[src/rtl/facto_pkg.sv]
// Shared defaults and address decode helper for the factorial-core bus slaves.
package facto_pkg;

  localparam int unsigned DEF_AW        = 16;
  localparam int unsigned DEF_DW        = 64;
  localparam logic [15:0] DEF_BASE_ADDR = 16'h7000;
  localparam int unsigned ERR_CNT_W     = 8;

  typedef struct packed {
    logic [31:0] core;
    logic [31:0] idx;
  } map_t;

  // Window and stride are powers of two, so these divisions reduce to bit selects.
  function automatic map_t addr_decode(input logic [31:0] off,
                                       input int unsigned win,
                                       input int unsigned stride);
    map_t m;
    m.core = off / win;
    m.idx  = (off % win) / stride;
    return m;
  endfunction

endpackage

[src/rtl/facto_bus_decoder_if.sv]
// System-bus slave port of the factorial-core decoder: request in, registered read data out.
interface facto_bus_decoder_if
  import facto_pkg::*;
#(
  parameter int unsigned AW = DEF_AW,
  parameter int unsigned DW = DEF_DW
);

  logic          s_sel;
  logic          s_wr;
  logic [AW-1:0] s_addr;
  logic [DW-1:0] s_din;
  logic [DW-1:0] s_dout;
  logic          s_rvalid;

  modport master (
    output s_sel, s_wr, s_addr, s_din,
    input  s_dout, s_rvalid
  );

  modport slave (
    input  s_sel, s_wr, s_addr, s_din,
    output s_dout, s_rvalid
  );

endinterface

[src/rtl/facto_addr_map.sv]
// Combinational range check and core/register-index decode for a window of equal per-core slices.
module facto_addr_map
  import facto_pkg::*;
#(
  parameter int unsigned   AW            = DEF_AW,
  parameter logic [AW-1:0] BASE_ADDR     = AW'(DEF_BASE_ADDR),
  parameter int unsigned   N_CORES       = 2,
  parameter int unsigned   REGS_PER_CORE = 8,
  parameter int unsigned   REG_STRIDE    = 8
) (
  input  logic [AW-1:0]                                  addr,
  output logic                                           hit,
  output logic [((N_CORES > 1) ? $clog2(N_CORES) : 1)-1:0] core,
  output logic [$clog2(REGS_PER_CORE)-1:0]               idx
);

  localparam int unsigned RA  = $clog2(REGS_PER_CORE);
  localparam int unsigned CW  = (N_CORES > 1) ? $clog2(N_CORES) : 1;
  localparam int unsigned WIN = REGS_PER_CORE * REG_STRIDE;

  // One extra bit so the window end cannot wrap at the top of the address space.
  localparam logic [AW:0] LO = {1'b0, BASE_ADDR};
  localparam logic [AW:0] HI = LO + (AW+1)'(N_CORES * WIN);

  logic [AW:0] addr_x;
  logic [AW:0] off;
  map_t        m;
  logic        unused_ok;

  always_comb begin
    addr_x = {1'b0, addr};
    off    = addr_x - LO;
    hit    = (addr_x >= LO) && (addr_x < HI);
    m      = addr_decode(32'(off), WIN, REG_STRIDE);
    core   = CW'(m.core);
    idx    = RA'(m.idx);
  end

  assign unused_ok = ^{m.core[31:CW], m.idx[31:RA]};

endmodule

[src/rtl/facto_bus_decoder.sv]
// Registered bus-slave decoder: routes requests to one of N_CORES register files and returns read data.
module facto_bus_decoder
  import facto_pkg::*;
#(
  parameter int unsigned   AW            = DEF_AW,
  parameter logic [AW-1:0] BASE_ADDR     = AW'(DEF_BASE_ADDR),
  parameter int unsigned   N_CORES       = 2,
  parameter int unsigned   REGS_PER_CORE = 8,
  parameter int unsigned   REG_STRIDE    = 8,
  parameter int unsigned   DW            = DEF_DW
) (
  input  logic                              clk,
  input  logic                              reset_n,
  facto_bus_decoder_if.slave                bus,
  output logic [N_CORES-1:0]                c_sel,
  output logic                              c_wr,
  output logic [$clog2(REGS_PER_CORE)-1:0]  c_addr,
  output logic [DW-1:0]                     c_din,
  input  logic [N_CORES*DW-1:0]             c_dout,
  output logic                              err,
  output logic [ERR_CNT_W-1:0]              err_cnt,
  output logic [AW-1:0]                     err_addr,
  input  logic                              err_clr
);

  localparam int unsigned RA = $clog2(REGS_PER_CORE);
  localparam int unsigned CW = (N_CORES > 1) ? $clog2(N_CORES) : 1;

  function automatic logic [ERR_CNT_W-1:0] sat_inc(input logic [ERR_CNT_W-1:0] v);
    return (v == '1) ? v : v + ERR_CNT_W'(1);
  endfunction

  logic          hit;
  logic [CW-1:0] core;
  logic [RA-1:0] idx;
  logic          new_err;
  logic          vld_p1;
  logic [DW-1:0] rd_mux_p1;
  logic [DW-1:0] s_dout_p2;
  logic          vld_p2;
  logic          err_armed;

  facto_addr_map #(
    .AW            (AW),
    .BASE_ADDR     (BASE_ADDR),
    .N_CORES       (N_CORES),
    .REGS_PER_CORE (REGS_PER_CORE),
    .REG_STRIDE    (REG_STRIDE)
  ) u_map (
    .addr (bus.s_addr),
    .hit  (hit),
    .core (core),
    .idx  (idx)
  );

  assign new_err = bus.s_sel && !hit;

  // Stage 1: request register toward the cores
  always_ff @(posedge clk or negedge reset_n) begin
    if (!reset_n) begin
      c_sel  <= '0;
      c_wr   <= 1'b0;
      c_addr <= '0;
      c_din  <= '0;
      vld_p1 <= 1'b0;
      err    <= 1'b0;
    end else begin
      c_sel  <= '0;
      c_wr   <= 1'b0;
      vld_p1 <= 1'b0;
      err    <= new_err;
      if (bus.s_sel) begin
        if (hit) c_sel <= N_CORES'(1) << core;
        c_wr   <= bus.s_wr;
        c_addr <= idx;
        c_din  <= bus.s_din;
        vld_p1 <= !bus.s_wr;
      end
    end
  end

  // An unmapped read leaves c_sel at zero, so the mux naturally returns zero.
  always_comb begin
    rd_mux_p1 = '0;
    for (int unsigned k = 0; k < N_CORES; k++) begin
      if (c_sel[k]) rd_mux_p1 = rd_mux_p1 | c_dout[k*DW +: DW];
    end
  end

  // Stage 2: registered read return
  always_ff @(posedge clk or negedge reset_n) begin
    if (!reset_n) begin
      s_dout_p2 <= '0;
      vld_p2    <= 1'b0;
    end else begin
      vld_p2 <= vld_p1;
      if (vld_p1) s_dout_p2 <= rd_mux_p1;
    end
  end

  assign bus.s_dout   = s_dout_p2;
  assign bus.s_rvalid = vld_p2;

  // A new error takes priority over a same-cycle clear and counts as the first one after it.
  always_ff @(posedge clk or negedge reset_n) begin
    if (!reset_n) begin
      err_cnt   <= '0;
      err_addr  <= '0;
      err_armed <= 1'b1;
    end else if (new_err) begin
      err_cnt   <= err_clr ? ERR_CNT_W'(1) : sat_inc(err_cnt);
      if (err_armed || err_clr) err_addr <= bus.s_addr;
      err_armed <= 1'b0;
    end else if (err_clr) begin
      err_cnt   <= '0;
      err_armed <= 1'b1;
    end
  end

endmodule

[src/flat_wrapper.sv]
// flat-port wrapper written by rule: the top's interface ports become plain ports
module facto_bus_decoder_flat import facto_pkg::*;
#(
  parameter int unsigned   AW            = DEF_AW,
  parameter logic [AW-1:0] BASE_ADDR     = AW'(DEF_BASE_ADDR),
  parameter int unsigned   N_CORES       = 2,
  parameter int unsigned   REGS_PER_CORE = 8,
  parameter int unsigned   REG_STRIDE    = 8,
  parameter int unsigned   DW            = DEF_DW
)
  (clk, reset_n, c_sel, c_wr, c_addr, c_din, c_dout, err, err_cnt, err_addr, err_clr, bus_s_sel, bus_s_wr, bus_s_addr, bus_s_din, bus_s_dout, bus_s_rvalid);
  facto_bus_decoder_if #(.AW(AW), .DW(DW)) bus_i ();
  input  logic clk;
  input  logic reset_n;
  output logic [N_CORES-1:0] c_sel;
  output logic c_wr;
  output logic [$clog2(REGS_PER_CORE)-1:0] c_addr;
  output logic [DW-1:0] c_din;
  input  logic [N_CORES*DW-1:0] c_dout;
  output logic err;
  output logic [ERR_CNT_W-1:0] err_cnt;
  output logic [AW-1:0] err_addr;
  input  logic err_clr;
  input wire logic [$bits(bus_i.s_sel)-1:0] bus_s_sel;
  input wire logic [$bits(bus_i.s_wr)-1:0] bus_s_wr;
  input wire logic [$bits(bus_i.s_addr)-1:0] bus_s_addr;
  input wire logic [$bits(bus_i.s_din)-1:0] bus_s_din;
  output wire logic [$bits(bus_i.s_dout)-1:0] bus_s_dout;
  output wire logic [$bits(bus_i.s_rvalid)-1:0] bus_s_rvalid;
  assign bus_i.s_sel = bus_s_sel;
  assign bus_i.s_wr = bus_s_wr;
  assign bus_i.s_addr = bus_s_addr;
  assign bus_i.s_din = bus_s_din;
  assign bus_s_dout = bus_i.s_dout;
  assign bus_s_rvalid = bus_i.s_rvalid;
  facto_bus_decoder #(.AW(AW), .BASE_ADDR(BASE_ADDR), .N_CORES(N_CORES), .REGS_PER_CORE(REGS_PER_CORE), .REG_STRIDE(REG_STRIDE), .DW(DW)) u_core (.clk(clk), .reset_n(reset_n), .bus(bus_i), .c_sel(c_sel), .c_wr(c_wr), .c_addr(c_addr), .c_din(c_din), .c_dout(c_dout), .err(err), .err_cnt(err_cnt), .err_addr(err_addr), .err_clr(err_clr));
endmodule
[config.mk]
export PLATFORM = sky130hd
export DESIGN_NAME = facto_bus_decoder_flat
export DESIGN_NICKNAME = d
export VERILOG_FILES = /design/src/rtl/facto_pkg.sv /design/src/rtl/facto_bus_decoder_if.sv /design/src/rtl/facto_addr_map.sv /design/src/rtl/facto_bus_decoder.sv /design/src/flat_wrapper.sv
export SDC_FILE = /design/constraint.sdc
export NUM_CORES = 1
export LEC_CHECK = 0
export BUFFER_PORTS_ARGS = -buffer_cell sky130_fd_sc_hd__buf_2
export CORE_AREA = 2 2 143 145
export DETAILED_ROUTE_END_ITERATION = 8
export DIE_AREA = 0 0 145 147
export GPL_ROUTABILITY_DRIVEN = 1
export GPL_TIMING_DRIVEN = 0
export MAX_ROUTING_LAYER = met4
export PLACE_DENSITY = 0.64
export SLEW_MARGIN = 15
export SYNTH_ARGS = -nofsm -noshare
export SYNTH_HDL_FRONTEND = slang
export SYNTH_SLANG_ARGS = --single-unit
[constraint.sdc]
create_clock -name clk -period 4.3 [get_ports clk]
set_input_delay 1.075 -clock clk [delete_from_list [all_inputs] [get_ports clk]]
set_output_delay 1.075 -clock clk [all_outputs]
set_load 0.05 [all_outputs]
==> results of run 1 <==
==> area by class of cell <==
cell class	count	area [sq um]	share of cell area, %
Tap cell	270	338	3.59
Multi-Input combinational cell	331	2340	24.8
Clock inverter	15	185	1.97
Clock buffer	17	425	4.52
Buffer	41	169	1.79
Antenna cell	3	7.51	0.0797
Timing Repair Buffer	373	1900	20.2
Sequential cell	162	4060	43.1
==> metrics by stage <==
| step | total power [W] | area, sq um | setup slack, ps |
|---|---|---|---|
| 6_report | 0.00440 | 9420 | 1550 |
| 5_1_grt | 0.00458 | 9420 | 1350 |
| 4_1_cts | 0.00445 | 9410 | 1470 |
| 3_5_place_dp | 0.00292 | 8800 | 1010 |
| 3_3_place_gp | 0.00291 | 8760 | -358 |
| 2_1_floorplan | 0.00255 | 6560 | 1520 |
==> routing by layer <==
metal,wire length [um],global-route usage [%],vias up
li1,-,-,2720
met1,7920,21.8,2738
met2,10400,33.5,273
met4,587,7.92,0
met5,0,-,-
met3,1430,5.12,29
==> state kept, by name, indices dropped and copies added (netlist names), 2 cells and up <==
register           cells
u_core.c_din          64
u_core.bus.s_dout     64
u_core.c_addr          3
u_core.err_addr       16
u_core.err_cnt         8
u_core.c_sel           2
==> cells in the mapped netlist (all sizes together), types with 2 or more instances <==
cell type / n / area share (%)
and3: 3 / 0.29
nand3b: 3 / 0.53
a21oi: 68 / 5.2
nor3: 2 / 0.15
mux2: 82 / 14
and2: 3 / 0.32
nor2b: 2 / 0.19
dfrtp: 161 / 61
nand3: 3 / 0.23
o21ai: 3 / 0.23
clkbuf: 29 / 1.7
or3: 3 / 0.29
a31oi: 2 / 0.19
a22oi: 64 / 7.3
or4: 2 / 0.29
nand4: 2 / 0.19
nand2b: 4 / 0.38
buf: 12 / 0.92
nand2: 4 / 0.23
nor2: 70 / 4.0
==> where the power goes <==
group | switching [W] | internal (W)
Sequential | 0.0000818 | 0.00168
Combinational | 0.000822 | 0.000298
Clock | 0.000724 | 0.000789
Total | 0.00163 | 0.00277
==> worst reg2reg max path, cell delays in order, from the launching register on <==
cell	delay (ps)
dfrtp_1	440
ha_1	250
nand3_1	150
nor2_1	130
or4b_2	610
a21oi_1	160
==> logic make-up after synthesis <==
logic type,synth area share [%]
simple gates,7.61
compound gates,13.6
buf+inv,2.57
mux,14.2
fa+ha+maj,0.191
flops,61.8
==> cells in the final DEF, fill, tap and decap left out, types with 3 or more instances in the layout <==
cell / count
a21oi_1: 68
a22oi_1: 64
and3_1: 3
buf_1: 10
buf_2: 371
clkbuf_1: 29
clkbuf_16: 17
clkinv_8: 6
dfrtp_1: 161
diode_2: 3
inv_8: 4
mux2_2: 82
nand2_1: 4
nand2b_1: 4
nand3_1: 3
nor2_1: 70
o21ai_0: 3
or3_1: 3
==> worst max path at each step <==
stage                   start             endpoint  slack, ps  depth (start not counted)
2_1_floorplan  bus_s_addr[11]  u_core.err_addr[10]       1520                          6
3_3_place_gp          reset_n     u_core.c_din[40]       -360                          1
3_5_place_dp        bus_s_sel     u_core.c_din[56]       1010                          5
4_1_cts             bus_s_sel     u_core.c_din[52]       1470                          5
5_1_grt             bus_s_sel    u_core.err_cnt[7]       1350                          6
6_report            bus_s_sel     u_core.c_din[52]       1550                          5
==> out/results.txt, run 1 <==
status: completed
Max Slew Vio Count: 0
GRT Residual Overflow: 0
antenna violations before repair: 3
Root Buffer Master: clkbuf_16
Final min period: 2750 ps
post-cts hold buffer count: 0
Worst R2R Setup Slack: 2480 ps
Layout fillers: 1845
Port Buf Inserts: 372
CP Buf/Inv Count: 4
Crit Path Max Fanout: 10
register area share after synthesis: 61.8%
Crit. End Element: flip-flop
post-route insts no fill: 1212
DR iter-0 viols: 231
setup repair bufs after CTS: 0
RePlAce Congestion: 0.812
vias in the first global route: 5946
crit-path cells: buf_2, clkbuf_1, clkbuf_1, buf_1, mux2_2
Worst-Margin Slew: 685 ps
post-synthesis cell type count: 36
TritonCTS clock tree: built
dpl cells: 1177
Hold Slack: 409 ps
WP data required: 4600 ps
Mapped Nets: 748
Cell Pwr Density: 467 nW/um^2
DR WL/cell: 16.8 um
Setup TNS: 0 ps
CP max-delay cell: clkbuf_1
worst r2r src: u_core.err_cnt[0]
min-delay src: u_core.vld_p1
Worst Skew: 11.2 ps
CTS buffer count: 17
Post-synth EDFFs: 0
Hold EP: u_core.bus.s_rvalid
final hold violations: 0
# rows: 52
HP Class: reg2reg
Via density: 4.75
die height: 147 um
Ports: 373
Primary FF master, synth: dfrtp_1
Worst-Skew Late Latency: 420 ps
Avg Cell Area, Syn: 12.3 sq um
final critical-path share of the clock period: 64.1%
RSZ-0062 raised after global routing: false
first drt pass iteration count: 4
mapped cell area: 6560 sq um
final layout net count: 1140
drt drc: 0
effective utilization at floorplan: 33.1%
Die ar.: 21300 sq um
fmax: 0.363 GHz
slowest stage delay, CP: 500 ps
dpl hpwl: 15.9 mm
Hold Path Depth: 0
async set-reset flop share out of synthesis: 100%
R2R depth: 5
Top delay family on crit path: buffers and inverters
YS warnings: 0
post_cts resized: 0
CTS clk-pin slew, worst paths: 70 ps
Rel. slew slack: 54.3%
clk sinks: 162
crit path DAT: 3060 ps
Core Box Area: 19800 sq um
Clock Tree Buf Depth: 2
max_cap viols: 0
Yosys reg bits: 162
Area Growth Syn to Fin: 43.5%
RR Endpoint: u_core.err_cnt[5]
CP Launch Type: primary input
Lkg Pwr: 4.49 nW
final wirelength: 20.4 mm
Max rail drop VDD: 0.254 mV
Crit Path Category: in2reg
Vias: 5760
CP dominant cell by count: clkbuf_1
cells after synthesis: 534
Die X: 145 um
remaining antenna violation count after routing: 0
Tot GR Track Use: 19.5%
Final Setup Violations: 0
pin count of the biggest net entering global routing: 90
fin util: 47.5%
H-Tree Depth: 4
fraction of layout cells with a size suffix above 1: 52.6%
first-pass GRT wire length: 31.8 mm
Note: power is estimated with default switching activity, not from simulation.
==> inputs of run 2 (changes only) <==
--- a/config.mk
+++ b/config.mk
@@ -12,7 +12,7 @@
 export GPL_ROUTABILITY_DRIVEN = 1
 export GPL_TIMING_DRIVEN = 0
 export MAX_ROUTING_LAYER = met4
-export PLACE_DENSITY = 0.64
+export PLACE_DENSITY = 0.67
 export SLEW_MARGIN = 15
 export SYNTH_ARGS = -nofsm -noshare
 export SYNTH_HDL_FRONTEND = slang
==> constraint.sdc (replaced) <==
create_clock -name clk -period 2.3 [get_ports clk]
set_input_delay 0.575 -clock clk [delete_from_list [all_inputs] [get_ports clk]]
set_output_delay 0.575 -clock clk [all_outputs]
set_load 0.05 [all_outputs]
==> run 2 against run 1 <==
Via count is 1.1% higher; highest routed layer unchanged; setup slack worse by 1400 ps; register-to-register slack worse by 2000 ps; largest power group unchanged; largest cell class unchanged; non-clock buffer count unchanged; cell area hardly changed; final cell count hardly changed; die area is the same; critical path depth increased by 1; sequential share of layout area about the same.
==> out/results.txt, run 2 (synthesis results as in run 1) <==
post-route insts no fill: 1213
fmax: 0.460 GHz
H-Tree Depth: 4
Area Growth Syn to Fin: 43.6%
fraction of layout cells with a size suffix above 1: 52.7%
pin count of the biggest net entering global routing: 91
max_cap viols: 0
Crit Path Max Fanout: 10
Worst-Margin Slew: 804 ps
slowest stage delay, CP: 540 ps
dpl hpwl: 16.2 mm
antenna violations before repair: 7
Final min period: 2170 ps
DR iter-0 viols: 315
fin util: 47.5%
crit path DAT: 2470 ps
commonest non-fill, non-tap cell in the layout: buf_2
CP Launch Type: primary input
HP Class: in2async
Root Buffer Master: clkbuf_16
Register Area: 4060 sq um
# rows: 52
most frequent cells in the layout: buf_2 (371), dfrtp_1 (161), mux2_2 (82), nor2_1 (70), a21oi_1 (68)
final hold violations: 0
Vias: 5826
Worst Skew: 6.45 ps
Port Buf Inserts: 372
met3 usage: 5.12%
CP max-delay cell: or4_4
RSZ-0062 raised after global routing: false
met2 Usage GRT: 33.4%
effective utilization at floorplan: 33.1%
final critical-path share of the clock period: 94.5%
Clock Tree Buf Depth: 2
Die ar.: 21300 sq um
status: completed
clk sinks: 162
Final Setup Violations: 0
dpl cells: 1177
first drt pass iteration count: 4
Tot GR Track Use: 20.0%
met1 global-route usage: 23.0%
Via density: 4.80
Layout fillers: 1860
TritonCTS clock tree: built
Core Box Area: 19800 sq um
Crit Path Category: in2reg
Max rail drop VDD: 0.475 mV
Ports: 373
first-pass GRT wire length: 32.2 mm
Worst-Skew Late Latency: 410 ps
RePlAce Congestion: 0.897
Cell Pwr Density: 886 nW/um^2
Lkg Pwr: 4.49 nW
Crit. End Element: flip-flop
Max Slew Vio Count: 0
crit-path cells: buf_2, or4_4, nor3_1, clkbuf_1, nor4b_1, a221o_1
drt drc: 0
Die X: 145 um
die height: 147 um
final layout net count: 1140
Setup TNS: 0 ps
GRT Residual Overflow: 0
WP data required: 2600 ps
vias in the first global route: 5951
CTS buffer count: 17
Rel. slew slack: 46.4%
remaining antenna violation count after routing: 0
DR WL/cell: 17.1 um
final wirelength: 20.7 mm
Hold Slack: 98.1 ps
GRT busiest layer: met2
CTS clk-pin slew, worst paths: 70 ps
area of the multi-input gates: 2340 sq um
==> run 2: cell type report <==
type	count	area share (%)
Antenna cell	5	0.133
Buffer	41	1.82
Timing Repair Buffer	373	20.2
Clock buffer	18	4.56
Multi-Input combinational cell	331	24.8
Sequential cell	162	43.1
Clock inverter	13	1.87
Tap cell	270	3.59
==> run 2: path summary, 6_finish.rpt <==
check / startpoint / depth (start not counted) / slack (ps) / to
worst min register to register: u_core.vld_p1 / 0 / 420 / u_core.bus.s_rvalid
min in group clk: bus_s_wr / 2 / 330 / u_core.vld_p1
max in group asynchronous: reset_n / 2 / 1340 / u_core.err_armed
worst min-delay path: reset_n / 1 / 100 / u_core.bus.s_dout[44]
worst max register to register: u_core.err_cnt[0] / 5 / 450 / u_core.err_cnt[5]
worst max-delay path: bus_s_addr[11] / 6 / 130 / u_core.err_cnt[0]
==> run 2: timing repair <==
action	CTS	global route
resized for setup	0	4
hold buffers	0	0
endpoints found under the setup margin	0	25
setup buffers	0	0
hold endpoints to repair	0	0
==> run 2: power by group <==
part | internal [W] | switching (W)
clock network | 0.00173 | 0.00121
logic | 0.000557 | 0.00154
registers | 0.00315 | 0.000162
==> run 2: worst max-delay path: cells and delay by family <==
| family | cells | cell delay (ps) |
|---|---|---|
| AOI/OAI and AO/OA | 1 | 270 |
| and+or+nand+nor | 3 | 1100 |
| buffers and inverters | 2 | 530 |
==> run 2: per-stage QoR <==
stage               power [W]  cell area, sq um  worst slack (ps)
CTS                   0.00844              9400              82.8
detailed placement    0.00547              8800              -362
floorplan             0.00477              6560              18.1
finish                0.00835              9420               127
global route          0.00871              9420              15.9
global placement      0.00543              8760             -1880
==> run 2: per-layer routing <==
metal | share of wire [%] | vias up
li1 | - | 2726
met1 | 40 | 2793
met5 | 0 | -
met2 | 51 | 282
met4 | 2.6 | 0
met3 | 6.9 | 25
